## src/rtl/simple_lsu.sv

```systemverilog
// ----------------------------------------------------------------------------
// simple_lsu
//
// Load/store unit between the execute stage and simple_memory. It accepts one
// load or store per request handshake and latches it. In the following cycle it
// checks alignment, size and range. It then either strobes the memory write
// port or captures the zero/sign-extended read data. The result is returned
// through a registered valid/ready response.
//
// Sequence:  IDLE --accept--> ACCESS --(always)--> RESP --resp handshake--> IDLE
//
// Ports
//   iwClk, iwRst        clock, synchronous active-high reset
//   iwReqValid/owReqReady
//                       request handshake (ready only in IDLE)
//   iwReqWrite          1 = store, 0 = load
//   iwReqAddr           byte address
//   iwReqSize           0 byte, 1 half, 2 word, 3 illegal
//   iwReqSigned         sign-extend loads
//   iwReqWData          right-aligned store data
//   owRespValid/iwRespReady
//                       response handshake
//   owRespData          load result (0 for stores and errors)
//   owRespErr           misaligned, out-of-range or illegal size
//   owMemReadAddr       latched address to the memory read port
//   iwMemReadData       combinational memory read data, addressed byte in [7:0]
//   owMemWriteAddr      latched address to the memory write port
//   owMemWriteData      latched store data, unshifted
//   owMemWstrb          byte write strobes, nonzero only in a good store ACCESS
// ----------------------------------------------------------------------------
module simple_lsu #(
   parameter int unsigned pMemBytes = 32'd512
) (
   input  logic        iwClk,
   input  logic        iwRst,
   // request channel
   input  logic        iwReqValid,
   output logic        owReqReady,
   input  logic        iwReqWrite,
   input  logic [31:0] iwReqAddr,
   input  logic [1:0]  iwReqSize,
   input  logic        iwReqSigned,
   input  logic [31:0] iwReqWData,
   // response channel
   output logic        owRespValid,
   input  logic        iwRespReady,
   output logic [31:0] owRespData,
   output logic        owRespErr,
   // memory side
   output logic [31:0] owMemReadAddr,
   input  logic [31:0] iwMemReadData,
   output logic [31:0] owMemWriteAddr,
   output logic [31:0] owMemWriteData,
   output logic [3:0]  owMemWstrb
);

   typedef enum logic [1:0] {
      StIdle   = 2'd0,
      StAccess = 2'd1,
      StResp   = 2'd2
   } state_e;

   localparam logic [1:0] SizeByte = 2'd0;
   localparam logic [1:0] SizeHalf = 2'd1;
   localparam logic [1:0] SizeWord = 2'd2;
   localparam logic [1:0] SizeBad  = 2'd3;

   // -------------------------------------------------------------------------
   // State
   // -------------------------------------------------------------------------
   state_e      state_q, state_d;

   logic        write_q, write_d;
   logic [31:0] addr_q, addr_d;
   logic [1:0]  size_q, size_d;
   logic        signed_q, signed_d;
   logic [31:0] wdata_q, wdata_d;

   logic        resp_valid_q, resp_valid_d;
   logic        resp_err_q, resp_err_d;
   logic [31:0] resp_data_q, resp_data_d;

   // -------------------------------------------------------------------------
   // Access checks on the latched request
   // -------------------------------------------------------------------------
   logic        size_err;
   logic        align_err;
   logic        range_err;
   logic        access_err;
   logic [32:0] access_bytes;
   logic [32:0] access_end;
   logic [3:0]  store_strb;
   logic [31:0] load_ext;

   always_comb begin
      size_err     = (size_q == SizeBad);
      align_err    = 1'b0;
      unique case (size_q)
         SizeHalf: align_err = addr_q[0];
         SizeWord: align_err = (addr_q[1:0] != 2'b00);
         default:  align_err = 1'b0;
      endcase
      // 33-bit sum so an address near 2^32 cannot wrap back into range
      access_bytes = 33'd1 << size_q;
      access_end   = {1'b0, addr_q} + access_bytes;
      range_err    = (access_end > {1'b0, pMemBytes});
      access_err   = size_err | align_err | range_err;
   end

   always_comb begin
      store_strb = 4'b0000;
      unique case (size_q)
         SizeByte: store_strb = 4'b0001;
         SizeHalf: store_strb = 4'b0011;
         SizeWord: store_strb = 4'b1111;
         default:  store_strb = 4'b0000;
      endcase
   end

   always_comb begin
      load_ext = iwMemReadData;
      unique case (size_q)
         SizeByte: load_ext = {{24{signed_q & iwMemReadData[7]}}, iwMemReadData[7:0]};
         SizeHalf: load_ext = {{16{signed_q & iwMemReadData[15]}}, iwMemReadData[15:0]};
         default:  load_ext = iwMemReadData;
      endcase
   end

   // -------------------------------------------------------------------------
   // Next-state logic
   // -------------------------------------------------------------------------
   always_comb begin
      state_d      = state_q;
      write_d      = write_q;
      addr_d       = addr_q;
      size_d       = size_q;
      signed_d     = signed_q;
      wdata_d      = wdata_q;
      resp_valid_d = resp_valid_q;
      resp_err_d   = resp_err_q;
      resp_data_d  = resp_data_q;

      unique case (state_q)
         StIdle: begin
            if (iwReqValid) begin
               write_d  = iwReqWrite;
               addr_d   = iwReqAddr;
               size_d   = iwReqSize;
               signed_d = iwReqSigned;
               wdata_d  = iwReqWData;
               state_d  = StAccess;
            end
         end

         StAccess: begin
            resp_valid_d = 1'b1;
            resp_err_d   = access_err;
            resp_data_d  = (access_err || write_q) ? 32'd0 : load_ext;
            state_d      = StResp;
         end

         StResp: begin
            // Return to IDLE only; the next request is taken a cycle later
            if (iwRespReady) begin
               resp_valid_d = 1'b0;
               resp_err_d   = 1'b0;
               state_d      = StIdle;
            end
         end

         default: begin
            state_d = StIdle;
         end
      endcase
   end

   // -------------------------------------------------------------------------
   // Registers
   // -------------------------------------------------------------------------
   always_ff @(posedge iwClk) begin
      if (iwRst) begin
         state_q      <= StIdle;
         write_q      <= 1'b0;
         addr_q       <= 32'd0;
         size_q       <= 2'd0;
         signed_q     <= 1'b0;
         wdata_q      <= 32'd0;
         resp_valid_q <= 1'b0;
         resp_err_q   <= 1'b0;
         resp_data_q  <= 32'd0;
      end else begin
         state_q      <= state_d;
         write_q      <= write_d;
         addr_q       <= addr_d;
         size_q       <= size_d;
         signed_q     <= signed_d;
         wdata_q      <= wdata_d;
         resp_valid_q <= resp_valid_d;
         resp_err_q   <= resp_err_d;
         resp_data_q  <= resp_data_d;
      end
   end

   // -------------------------------------------------------------------------
   // Outputs
   // -------------------------------------------------------------------------
   always_comb begin
      owReqReady     = (state_q == StIdle);
      owRespValid    = resp_valid_q;
      owRespErr      = resp_err_q;
      owRespData     = resp_data_q;
      owMemReadAddr  = addr_q;
      owMemWriteAddr = addr_q;
      owMemWriteData = wdata_q;
      // Strobe gated by reset so a store caught by reset never reaches memory
      owMemWstrb     = 4'b0000;
      if ((state_q == StAccess) && write_q && !access_err && !iwRst) begin
         owMemWstrb = store_strb;
      end
   end

endmodule
```

## config.mk

```make
export PLATFORM = sky130hd
export DESIGN_NAME = simple_lsu
export DESIGN_NICKNAME = d
export VERILOG_FILES = /design/src/rtl/simple_lsu.sv
export SDC_FILE = /design/constraint.sdc
export NUM_CORES = 1
export LEC_CHECK = 0
export BUFFER_PORTS_ARGS = -buffer_cell sky130_fd_sc_hd__buf_4
export CAP_MARGIN = 20
export CORE_ASPECT_RATIO = 0.7
export CORE_MARGIN = 1
export CORE_UTILIZATION = 45
export CTS_BUF_LIST = sky130_fd_sc_hd__clkbuf_8 sky130_fd_sc_hd__clkbuf_16
export CTS_CLUSTER_DIAMETER = 60
export DETAILED_ROUTE_END_ITERATION = 8
export GPL_TIMING_DRIVEN = 0
export PLACE_DENSITY_LB_ADDON = 0.15
export SYNTH_ARGS = -nofsm -noshare
export SYNTH_HDL_FRONTEND = slang
export SYNTH_SLANG_ARGS = --single-unit
```

## constraint.sdc

```tcl
create_clock -name iwClk -period 4.5 [get_ports iwClk]
set_input_delay 0.9 -clock iwClk [delete_from_list [all_inputs] [get_ports iwClk]]
set_output_delay 0.9 -clock iwClk [all_outputs]
set_load 0.1 [all_outputs]
```

# --- Word level (Yosys, flattened, before mapping) ---
# Index checks and enable logic that the tools add are counted.
word_totals:
  elab_cells: 47
  regBits: 104
  output_inout_bits: 135
  inputBits: 104
op_classes:
  bitwise_logic: 4
  n_eq_ne: 7
  addsub: 1
  n_shift: 1
  n_lt_le_gt_ge: 1
  n_reduce_logical: 13
  mux: 11
ops:
  columns: ["op", "count"]
  rows:
  - ["$pmux 32 s2", 1]
  - ["$add 32x33->33", 1]
  - ["$gt 33x10->1 const B", 1]
  - ["$shl 1x2->33 const A", 1]
  - ["$mux 32", 1]
  - ["$pmux 4 s3", 1]
  - ["$eq 2x2->1 const B", 3]
  - ["$pmux 1 s2", 3]
  - ["$pmux 2 s3", 1]
  - ["$reduce_and 2->1", 3]
  - ["$eq 2x1->1 const B", 2]
  - ["$logic_not 2->1", 2]
  - ["$mux 2", 2]
  - ["$mux 4", 1]
  - ["$ne 2x2->1 const B", 2]
  - ["$reduce_bool 2->1", 2]
  - ["$logic_and 1x1->1", 3]
  - ["$and 1x1->1", 2]
  - ["$logic_not 1->1", 2]
  - ["$or 1x1->1", 2]
  - ["$logic_or 1x1->1", 1]
  - ["$mux 1", 1]

# --- Longest topological paths before layout ---
# Gate-level depths: netlist (run 1).
depth:
  word_depth: 8
  ltp_mapped: 13
  ltp_nobuf: 11

# --- Least setup slack after synthesis (run 1) ---
# Ideal clock, no wire load.
synth_path:
  kind: "register to output"
  startpoint: "register addr_q[3] (netlist: owMemReadAddr[3])"
  endpoint: "output port owMemWstrb[3]"
  slack_ps: -3024
  required_time_ps: 3600
  stages_incl_launch_ff: 10
  path_buffers: 1
  arrival_time_ps: 6624
  cell_sequence: "dfxtp_1 > ha_1 > a31oi_1 > o21bai_1 > a2111oi_0 > o221ai_1 > o41ai_1 > o211ai_1 > nor4_1 > buf_4"
synth_via:
  elab_chain_len: 7
synth_lines:
  columns: ["item", "line_no", "rtl"]
  rows:
  - ["from (decl)", "74", "logic [31:0] addr_q, addr_d;"]
  - ["from (signal assigned)", "194", "addr_q <= addr_d;"]
  - ["$add 32x33->33", "105", "access_end = {1'b0, addr_q} + access_bytes;"]
  - ["$gt 33x10->1", "106", "range_err = (access_end > {1'b0, pMemBytes});"]
  - ["$or 1x1->1", "107", "access_err = size_err | align_err | range_err;"]
  - ["$logic_not 1->1", "217", "if ((state_q == StAccess) && write_q && !access_err && !iwRst) begin"]
  - ["$logic_and 1x1->1 (2 in a row)", "217", null]
  - ["$mux 4", "217", null]
  - ["to (decl)", "54", "output logic [3:0] owMemWstrb"]
# Every way passes these cells.

# --- Final worst setup path (run 1) ---
layout_path:
  startpoint: "register size_q[0]"
  endpoint: "output port owMemWstrb[0]"
layout_via:
  elab_chain_len: 8
  word_cells_on_any_way: 15
  cone_classes: "1 x add/sub; 1 x order compare; 3 x eq/ne; 1 x shift; 3 x mux; 2 x bitwise; 4 x reduce/logical"
layout_lines:
  columns: ["item", "line_no", "rtl"]
  rows:
  - ["from (decl)", "75", "logic [1:0] size_q, size_d;"]
  - ["from (signal assigned)", "195", "size_q <= size_d;"]
  - ["$shl 1x2->33, or another cell as far along", "104", "access_bytes = 33'd1 << size_q;"]
  - ["$add 32x33->33 / $pmux 1 s2 (equally long branches)", "105, 98", null]
  - ["$gt 33x10->1 / $or 1x1->1 (equally long branches)", "106, 107", null]
  - ["$or 1x1->1", "107", null]
  - ["$logic_not 1->1", "217", null]
  - ["$logic_and 1x1->1 (2 in a row)", "217", null]
  - ["$mux 4 (*)", "217", null]
# Every way passes the cells marked *; elsewhere a longest branch is shown, timed or not.

==> results of run 1 <==
flip-flops by register name, indices dropped and copies added, names as in the netlist:
name / cells
owMemWriteData: 32
write_q: 1
signed_q: 1
owMemReadAddr: 32
owRespValid: 1
size_q: 2
owRespErr: 1
state_q: 2
owRespData: 32
logic make-up after synthesis:
family                     share of synthesized area [%]
AOI/OAI and AO/OA                                   23.8
adders and majority gates                           2.33
DFF                                                 38.7
buffers and inverters                               9.07
xor gates and xnor gates                            2.91
and+or+nand+nor                                     22.8
muxes                                              0.395
worst max-delay path by stage:
stage,start,endpoint,slack (ps),depth (start not counted)
finish,size_q[0],owMemWstrb[0],130,11
global route,size_q[0],owMemWstrb[3],-2,12
CTS,size_q[0],owMemWstrb[0],10,11
detailed placement,size_q[0],owMemWstrb[3],-70,11
global placement,size_q[0],owMemWstrb[3],-60,11
floorplan,size_q[0],owMemWstrb[3],-190,12
stage by stage:
step           TNS [ps]  cell area (sq um)  setup WS, ps
2_1_floorplan      -186               5700          -186
3_3_place_gp      -95.9               7680         -57.5
3_5_place_dp       -122               7680         -73.0
4_1_cts               0               8050          13.8
5_1_grt           -1.85               8160         -1.85
6_report              0               8160           127
power by group through the flow:
stage | registers (W) | clock network, W | logic [W]
6_report | 0.00101 | 0.000886 | 0.000957
5_1_grt | 0.00102 | 0.000936 | 0.00100
4_1_cts | 0.00101 | 0.000898 | 0.000950
3_5_place_dp | 0.00103 | 0 | 0.000939
3_3_place_gp | 0.00103 | 0 | 0.000925
2_1_floorplan | 0.00131 | 0 | 0.000424
worst max-delay path: stages, from the launching register on:
cell       delay, ps
dfxtp_4          390
inv_4             90
ha_4             150
ha_4             160
nor2b_2          220
o2111ai_4        250
a211o_4          440
nor4_4           290
o21ai_0          120
or3_4            400
nor4_4           330
buf_6            270
final cells by class:
class	instances	area, sq um	area share [%]
plain buffers	82	507	6.21
well taps	153	191	2.35
clock buffers	9	225	2.76
inverters	4	20.0	0.245
flip-flops and latches	104	2180	26.7
clock inverters	7	109	1.33
repair buffers	244	1870	22.9
multi-input cells	483	3060	37.5
cell usage in the layout (no fill, tap or decap), drive strengths merged, types with 3 or more instances in the layout:
cell and instances:
clkbuf 42, nand2b 3, nor3 5, nand2 200, a31oi 4, and3 7
nand3 13, or2 3, or3 6, nand4 10, a21oi 79, xor2 9
o211ai 17, a211oi 4, buf 293, a311oi 3, o21ai 7, o31a 3
ha 10, o21a 3, o31ai 36, nor4 8, dfxtp 104, nor2 12
a21o 9, inv 8, xnor2 8
routing by layer:
layer | up-vias | wire [um] | global-route usage [%]
met5 | - | 0 | 0
met4 | 0 | 227 | 6.90
met3 | 19 | 1210 | 5.96
met2 | 240 | 8070 | 44.3
met1 | 2759 | 7470 | 34.7
li1 | 2832 | - | -
what timing repair did:
| action | CTS | global route |
|---|---|---|
| setup endpoints to repair | 4 | 4 |
| resized for setup | 4 | 14 |
| pin swaps | 1 | 11 |
| hold buffers | 0 | 0 |
| setup buffers | 2 | 4 |
==> flow_metrics.env, run 1 <==
export IMPL_whs_ps=459
export IMPL_core_area_sq_um=11300
export IMPL_area_delta_synth_final_pct=51.7
export IMPL_place_gp_congestion=0.918
export IMPL_async_reset_ff_share_pct=0
export IMPL_drtAntennaViolNets=0
export IMPL_max_slew_margin_pct=59.0
export IMPL_tightest_slew_ps=615
export IMPL_finalMaxSlewViolations=0
export IMPL_status="completed"
export IMPL_p_sw_w=0.00113
export IMPL_yosysSeqAreaShare_pct=38.7
export IMPL_wl_per_cell_um=15.6
export IMPL_grt_pass1_vias=5341
export IMPL_fp_row_count=32
export IMPL_worstHoldPathCells=2
export IMPL_clock_sinks=104
export IMPL_drive_gt1_share_pct=43.7
export IMPL_power_density_nw_per_um2=350
export IMPL_dieArea_sq_um=12400
export IMPL_grt_pass1_wl_um=26500
export IMPL_critPathLaunchType="flop"
export IMPL_synth_top_area_share_pct=38.7
export IMPL_drt_first_iter_violations=346
export IMPL_ys_seq_elements=104
export IMPL_diodes=0
export IMPL_avgSynthCellArea_sq_um=7.98
export IMPL_finalSetupViolCount=0
export IMPL_fmax_mhz=229
export IMPL_start_util_pct=47.5
export IMPL_hpwlAfterDp_um=13100
export IMPL_critPathMaxFanout=8
export IMPL_hp_class="reg -> reg"
export IMPL_ys_types=56
export IMPL_min_period_ps=4370
export IMPL_worst_setup_path_end_kind="primary output"
export IMPL_stdcell_count=1086
export IMPL_criticalPathCategory="reg -> out"
export IMPL_placed_cells=1065
export IMPL_synth_nets=788
export IMPL_synth_area_leaders="dfxtp_1 39%, nand2_1 14%, a21oi_1 7.4%"
export IMPL_grtUsageTotal_pct=26.6
export IMPL_synth_edff_count=0
export IMPL_fin_util_pct=72.0
export IMPL_fin_nets=1042
export IMPL_die_h_um=93.5
export IMPL_rrSetupSlack_ps=1160
export IMPL_synthMostInstantiatedCell="nand2_1"
export IMPL_clockPowerShare_pct=31.0
export IMPL_cap_violations=0
export IMPL_syn_area_sq_um=5380
export IMPL_p_leak_nw=3.49
export IMPL_timing_rr_end="owRespData[10]"
export IMPL_power_frac_comb_pct=33.5
export IMPL_clk_pin_slew_ps=80
export IMPL_hold_start="owMemWriteData[7]"
export IMPL_ctsHtreeMaxLevel=3
export IMPL_synth_common_cells="200 x nand2_1, 104 x dfxtp_1, 79 x a21oi_1, 34 x buf_4, 34 x clkbuf_1"
export IMPL_io_buffer_count=238
export IMPL_io_pins=239
export IMPL_netlist_instances=674
export IMPL_final_hold_violation_count=0
export IMPL_num_fill_cells=888
export IMPL_swShare_pct=39.6
export IMPL_synth_warnings=0
export IMPL_synth_top_area_cell="dfxtp_1"
export IMPL_grt_max_degree=20
export IMPL_clock_latency_ps=350
export IMPL_cp_arrival_ps=3470
export IMPL_vias=5850
export IMPL_viasPerCell=5.39
export IMPL_r2r_worst_path_cells=12
export IMPL_cts_buffers=9
export IMPL_cts_tree="built"
export IMPL_seq_power_share_pct=35.5
export IMPL_antenna_found_initial=0
export IMPL_min_to="owMemWriteData[7]"
export IMPL_ir_drop_mv=0.194
export IMPL_overflow=0
export IMPL_power_total_w=0.00286
export IMPL_skew_ps=9.39
export IMPL_ctsLongestPathBuffers=2
export IMPL_drcViolationCount=0
export IMPL_internal_power_w=0.00173
export IMPL_post_route_period_util_pct=97.2
export IMPL_firstDrtPassIters=5
export IMPL_dieWidth_um=133
export IMPL_cts_root_buf="clkbuf_16"
export IMPL_routed_wirelength_um=17000
export IMPL_cp_required_ps=3600
export IMPL_synthFlopType="dfxtp_1"
export IMPL_reg2reg_from="size_q[0]"
No activity file was read; power rests on OpenSTA's default activity.
==> run 2: changes to the inputs <==
Settings changed: CTS_CLUSTER_SIZE set to 14, PLACE_DENSITY set to 0.81, PLACE_DENSITY_LB_ADDON 0.15 to unset.
Clock period 4.5 ns to 4.15 ns, I/O delays scaled along.
==> flow_metrics.env, run 2 (synthesized netlist as in run 1, its figures left out) <==
export IMPL_grt_max_degree=20
export IMPL_path_cells="ha_4 -> ha_4 -> buf_6 -> a31oi_4 -> o21bai_1 -> a2111oi_2 -> o221ai_1 -> o41ai_2 -> o211ai_1 -> buf_4 -> nor4_4 -> buf_6 -> buf_12"
export IMPL_min_period_ps=4400
export IMPL_cpMaxStageDelayCell="o41ai_2"
export IMPL_met2_length_um=7730
export IMPL_finalSetupViolCount=4
export IMPL_cap_violations=0
export IMPL_start_util_pct=47.5
export IMPL_r2r_worst_path_cells=11
export IMPL_min_to="owMemWriteData[13]"
export IMPL_grtUsageTotal_pct=26.4
export IMPL_grt_pass1_wl_um=26200
export IMPL_path_buf_inv=4
export IMPL_cts_buffers=9
export IMPL_hpwlAfterDp_um=12600
export IMPL_ctsLongestPathBuffers=2
export IMPL_max_slew_margin_pct=56.5
export IMPL_drcViolationCount=0
export IMPL_cpPeakStageDelay_ps=490
export IMPL_topRoutingLayerUsed="met4"
export IMPL_path_delay_family="compound AO/OA/AOI/OAI gates"
export IMPL_reg2reg_from="size_q[0]"
export IMPL_io_pins=239
export IMPL_grt_pass1_vias=5258
export IMPL_final_cell_area_sq_um=8130
export IMPL_clock_latency_ps=340
export IMPL_core_area_sq_um=11300
export IMPL_wl_per_cell_um=15.4
export IMPL_hp_class="reg -> reg"
export IMPL_fmax_mhz=227
export IMPL_hold_start="owMemWriteData[13]"
export IMPL_rrSetupSlack_ps=870
export IMPL_p_leak_nw=3.49
export IMPL_place_area_sq_um=7690
export IMPL_wl_met1_um=7620
export IMPL_whs_ps=457
export IMPL_ctsHtreeMaxLevel=3
export IMPL_post_route_period_util_pct=106
export IMPL_tightest_slew_ps=652
export IMPL_skew_ps=6.98
export IMPL_overflow=0
export IMPL_dieWidth_um=133
export IMPL_timing_rr_end="owRespData[29]"
export IMPL_antenna_found_initial=0
export IMPL_status="complete, but fails checks"
export IMPL_criticalPathCategory="reg -> out"
export IMPL_ir_drop_mv=0.264
export IMPL_cp_arrival_ps=3570
export IMPL_final_seq_area_sq_um=2180
export IMPL_drtAntennaViolNets=0
export IMPL_multi_input_area_sq_um=3040
export IMPL_area_delta_synth_final_pct=51.1
export IMPL_num_fill_cells=946
export IMPL_routed_wirelength_um=16800
export IMPL_place_gp_congestion=0.870
export IMPL_viasPerCell=5.27
export IMPL_mostFrequentLayoutCells="279 x buf_4, 200 x nand2_1, 77 x a21oi_1"
export IMPL_drt_first_iter_violations=360
export IMPL_fin_nets=1048
export IMPL_power_density_nw_per_um2=366
export IMPL_critPathLaunchType="flop"
export IMPL_timing_final_ws_setup_ps=-248
export IMPL_worst_setup_path_end_kind="primary output"
export IMPL_finalMaxSlewViolations=0
export IMPL_final_common_cell="buf_4"
export IMPL_violations="negative setup slack"
export IMPL_vias=5755
export IMPL_dieArea_sq_um=12400
export IMPL_clk_pin_slew_ps=80
export IMPL_clock_sinks=104
export IMPL_cts_root_buf="clkbuf_16"
export IMPL_wl_met3_um=1300
export IMPL_fp_row_count=32
export IMPL_firstDrtPassIters=7
export IMPL_drive_gt1_share_pct=43.8
export IMPL_critPathMaxFanout=6
export IMPL_diodes=0
export IMPL_worstHoldPathCells=2
export IMPL_final_hold_violation_count=0
export IMPL_cp_required_ps=3320
export IMPL_io_buffer_count=238
export IMPL_cts_tree="built"
export IMPL_rsz0062_at_grt="yes"
export IMPL_die_h_um=93.5
-- run 2: cell count changes in the layout (fill, tap and decap cells not counted), sizes merged --
cell    previous run  this run
inv                8        10
buf              293       299
bufinv             2         0
-- run 2: final cells by class --
type	count	share of cell area, %
Inverter	4	0.246
Clock inverter	7	0.785
Clock buffer	9	2.77
Tap cell	153	2.35
Multi-Input combinational cell	483	37.4
Buffer	82	6.23
Timing Repair Buffer	250	23.5
Sequential cell	104	26.8
-- run 2: per-layer routing --
metal | vias to the layer above | GRT usage [%]
met1 | 2672 | 34.9
met3 | 12 | 7.32
li1 | 2837 | -
met2 | 234 | 43.4
met4 | 0 | 4.69
met5 | - | 0
-- run 2: worst max path at each step --
stage / from / endpoint / slack (ps) / depth (start not counted)
after floorplan: size_q[0] / owMemWstrb[3] / -460 / 12
after global placement: size_q[0] / owMemWstrb[3] / -400 / 11
after detailed placement: size_q[0] / owMemWstrb[3] / -450 / 12
after CTS: size_q[0] / owMemWstrb[3] / -200 / 14
after global routing: size_q[0] / owMemWstrb[3] / -340 / 13
final: size_q[0] / owMemWstrb[3] / -250 / 13
-- run 2: repair_timing --
action / 4_1_cts / 5_1_grt
pin swaps: 6 / 8
resized for setup: 11 / 6
endpoints found under the setup margin: 4 / 4
setup buffers: 6 / 5
hold buffers: 0 / 0
-- run 2: report_power, final --
group          internal [W]  switching [W]  total (W)
sequential          0.00104      0.0000568    0.00110
clock              0.000422       0.000411   0.000833
combinational      0.000291       0.000754    0.00105
total               0.00176        0.00122    0.00298
-- run 2: tightest hold or removal path, cell delays in order (launching register included) --
cell and delay, ps:
dfxtp_1 310, nand2_1 50, a21oi_1 50
-- run 2: per-stage QoR --
step	std cells	worst slack, ps	setup TNS (ps)	power (W)	util (%)
5_1_grt	1092	-344	-1330	0.00310	71.7
4_1_cts	1087	-202	-579	0.00299	71.2
3_5_place_dp	1066	-451	-1430	0.00214	67.8
6_report	1092	-248	-927	0.00298	71.7
3_3_place_gp	1065	-404	-1280	0.00213	67.8
2_1_floorplan	674	-458	-714	0.00188	-
==> run 3: changes to the inputs <==
Settings changed: RECOVER_POWER set to 50.
==> flow_metrics.env, run 3 (synthesized netlist as in run 1, its figures left out) <==
export IMPL_routed_wirelength_um=16700
export IMPL_core_area_sq_um=11300
export IMPL_clockPowerShare_pct=28.2
export IMPL_min_period_ps=4380
export IMPL_num_fill_cells=1017
export IMPL_internal_power_w=0.00173
export IMPL_area_delta_synth_final_pct=45.8
export IMPL_fin_util_pct=69.2
export IMPL_overflow=0
export IMPL_hpwlAfterDp_um=12600
export IMPL_grtUsageTotal_pct=26.4
export IMPL_final_common_cell="buf_4"
export IMPL_critPathMaxFanout=6
export IMPL_die_h_um=93.5
export IMPL_cts_root_buf="clkbuf_16"
export IMPL_drtAntennaViolNets=0
export IMPL_wl_per_cell_um=15.3
export IMPL_grt_pass1_vias=5258
export IMPL_tightest_slew_ps=1230
export IMPL_cp_arrival_ps=3550
export IMPL_multi_input_area_sq_um=3040
export IMPL_criticalPathCategory="reg -> out"
export IMPL_mostFrequentLayoutCells="201 x buf_4, 200 x nand2_1, 109 x clkbuf_1"
export IMPL_firstDrtPassIters=5
export IMPL_place_gp_congestion=0.870
export IMPL_drcViolationCount=0
export IMPL_max_slew_margin_pct=18.5
export IMPL_power_density_nw_per_um2=376
export IMPL_fp_row_count=32
export IMPL_vias=5747
export IMPL_ctsLongestPathBuffers=2
export IMPL_clock_sinks=104
export IMPL_timing_final_ws_setup_ps=-235
export IMPL_viasPerCell=5.26
export IMPL_final_hold_violation_count=0
export IMPL_seq_power_share_pct=37.2
export IMPL_clock_latency_ps=340
export IMPL_io_pins=239
export IMPL_hp_class="reg -> reg"
export IMPL_grt_max_degree=20
export IMPL_drt_first_iter_violations=421
export IMPL_post_route_period_util_pct=106
export IMPL_io_buffer_count=238
export IMPL_place_area_sq_um=7690
export IMPL_p_leak_nw=3.17
export IMPL_clk_pin_slew_ps=70
export IMPL_p_sw_w=0.00122
export IMPL_cp_required_ps=3320
export IMPL_critPathLaunchType="flop"
export IMPL_power_frac_comb_pct=34.6
export IMPL_dieWidth_um=133
export IMPL_swShare_pct=41.3
export IMPL_ctsHtreeMaxLevel=3
export IMPL_antenna_found_initial=0
export IMPL_worst_setup_path_end_kind="primary output"
export IMPL_ir_drop_mv=0.261
export IMPL_fin_nets=1048
export IMPL_cts_buffers=9
export IMPL_dp_slack_ps=-451
export IMPL_finalSetupViolCount=4
export IMPL_final_cell_area_sq_um=7840
export IMPL_grt_pass1_wl_um=26200
export IMPL_dieArea_sq_um=12400
export IMPL_diodes=0
export IMPL_fmax_mhz=228
export IMPL_finalMaxSlewViolations=0
export IMPL_skew_ps=6.24
export IMPL_status="complete, but fails checks"
export IMPL_violations="negative setup slack"
export IMPL_start_util_pct=47.5
export IMPL_cts_tree="built"
export IMPL_rsz0062_at_grt="yes"
export IMPL_cts_hold_buf=0
export IMPL_cap_violations=0
export IMPL_drive_gt1_share_pct=35.6
export IMPL_final_seq_area_sq_um=2180
## run 3: critical path: stages, from the launching register on
cell,delay [ps]
dfxtp_4,390
ha_4,180
ha_4,230
buf_6,130
a31oi_4,200
o21bai_1,110
a2111oi_2,320
o221ai_1,200
o41ai_2,480
o211ai_1,200
buf_4,200
buf_6,120
nor4_4,170
buf_6,270
## run 3: stage by stage
stage	instances	total power (W)	setup TNS (ps)	hold slack (ps)
final	1092	0.00295	-871	454
after global routing	1092	0.00307	-1330	472
after CTS	1087	0.00299	-579	457
after detailed placement	1066	0.00214	-1430	444
after global placement	1065	0.00213	-1280	438
after floorplan	674	0.00188	-714	445
## run 3: timing repair
item | CTS | global route
setup buffers | 6 | 5
setup endpoints to repair | 4 | 4
cloned | 0 | 0
gates resized for setup | 11 | 6
pin swaps | 6 | 8
## run 3: routing by layer
metal | share of wire [%] | global-route usage [%] | up-vias
met5 | 0 | 0 | -
met4 | 1.0 | 4.69 | 0
met1 | 45 | 34.9 | 2662
met2 | 46 | 43.4 | 226
li1 | - | - | 2843
met3 | 8.0 | 7.32 | 16
## run 3: power groups by stage
stage          Clock, W  Combinational, W  Sequential, W
2_1_floorplan         0          0.000460        0.00142
3_3_place_gp          0           0.00101        0.00112
3_5_place_dp          0           0.00102        0.00112
4_1_cts        0.000850           0.00104        0.00110
5_1_grt        0.000893           0.00107        0.00111
6_report       0.000831           0.00102        0.00110
## run 3: cell type report
| type | count | area share [%] |
|---|---|---|
| buffer | 82 | 6.46 |
| inverter | 4 | 0.255 |
| clock buffer | 9 | 2.87 |
| multi-input combinational | 483 | 38.7 |
| tap | 153 | 2.44 |
| clock inverter | 7 | 0.814 |
| sequential | 104 | 27.8 |
| timing repair buffer | 250 | 20.7 |
## run 3: final timing paths
path	startpoint	end	slack, ps	cells after the start
hold reg to reg	owMemWriteData[29]	owMemWriteData[29]	450	2
hold / removal	owMemWriteData[29]	owMemWriteData[29]	450	2
setup reg to reg	size_q[0]	owRespData[29]	860	11
setup / recovery	size_q[0]	owMemWstrb[1]	-230	13
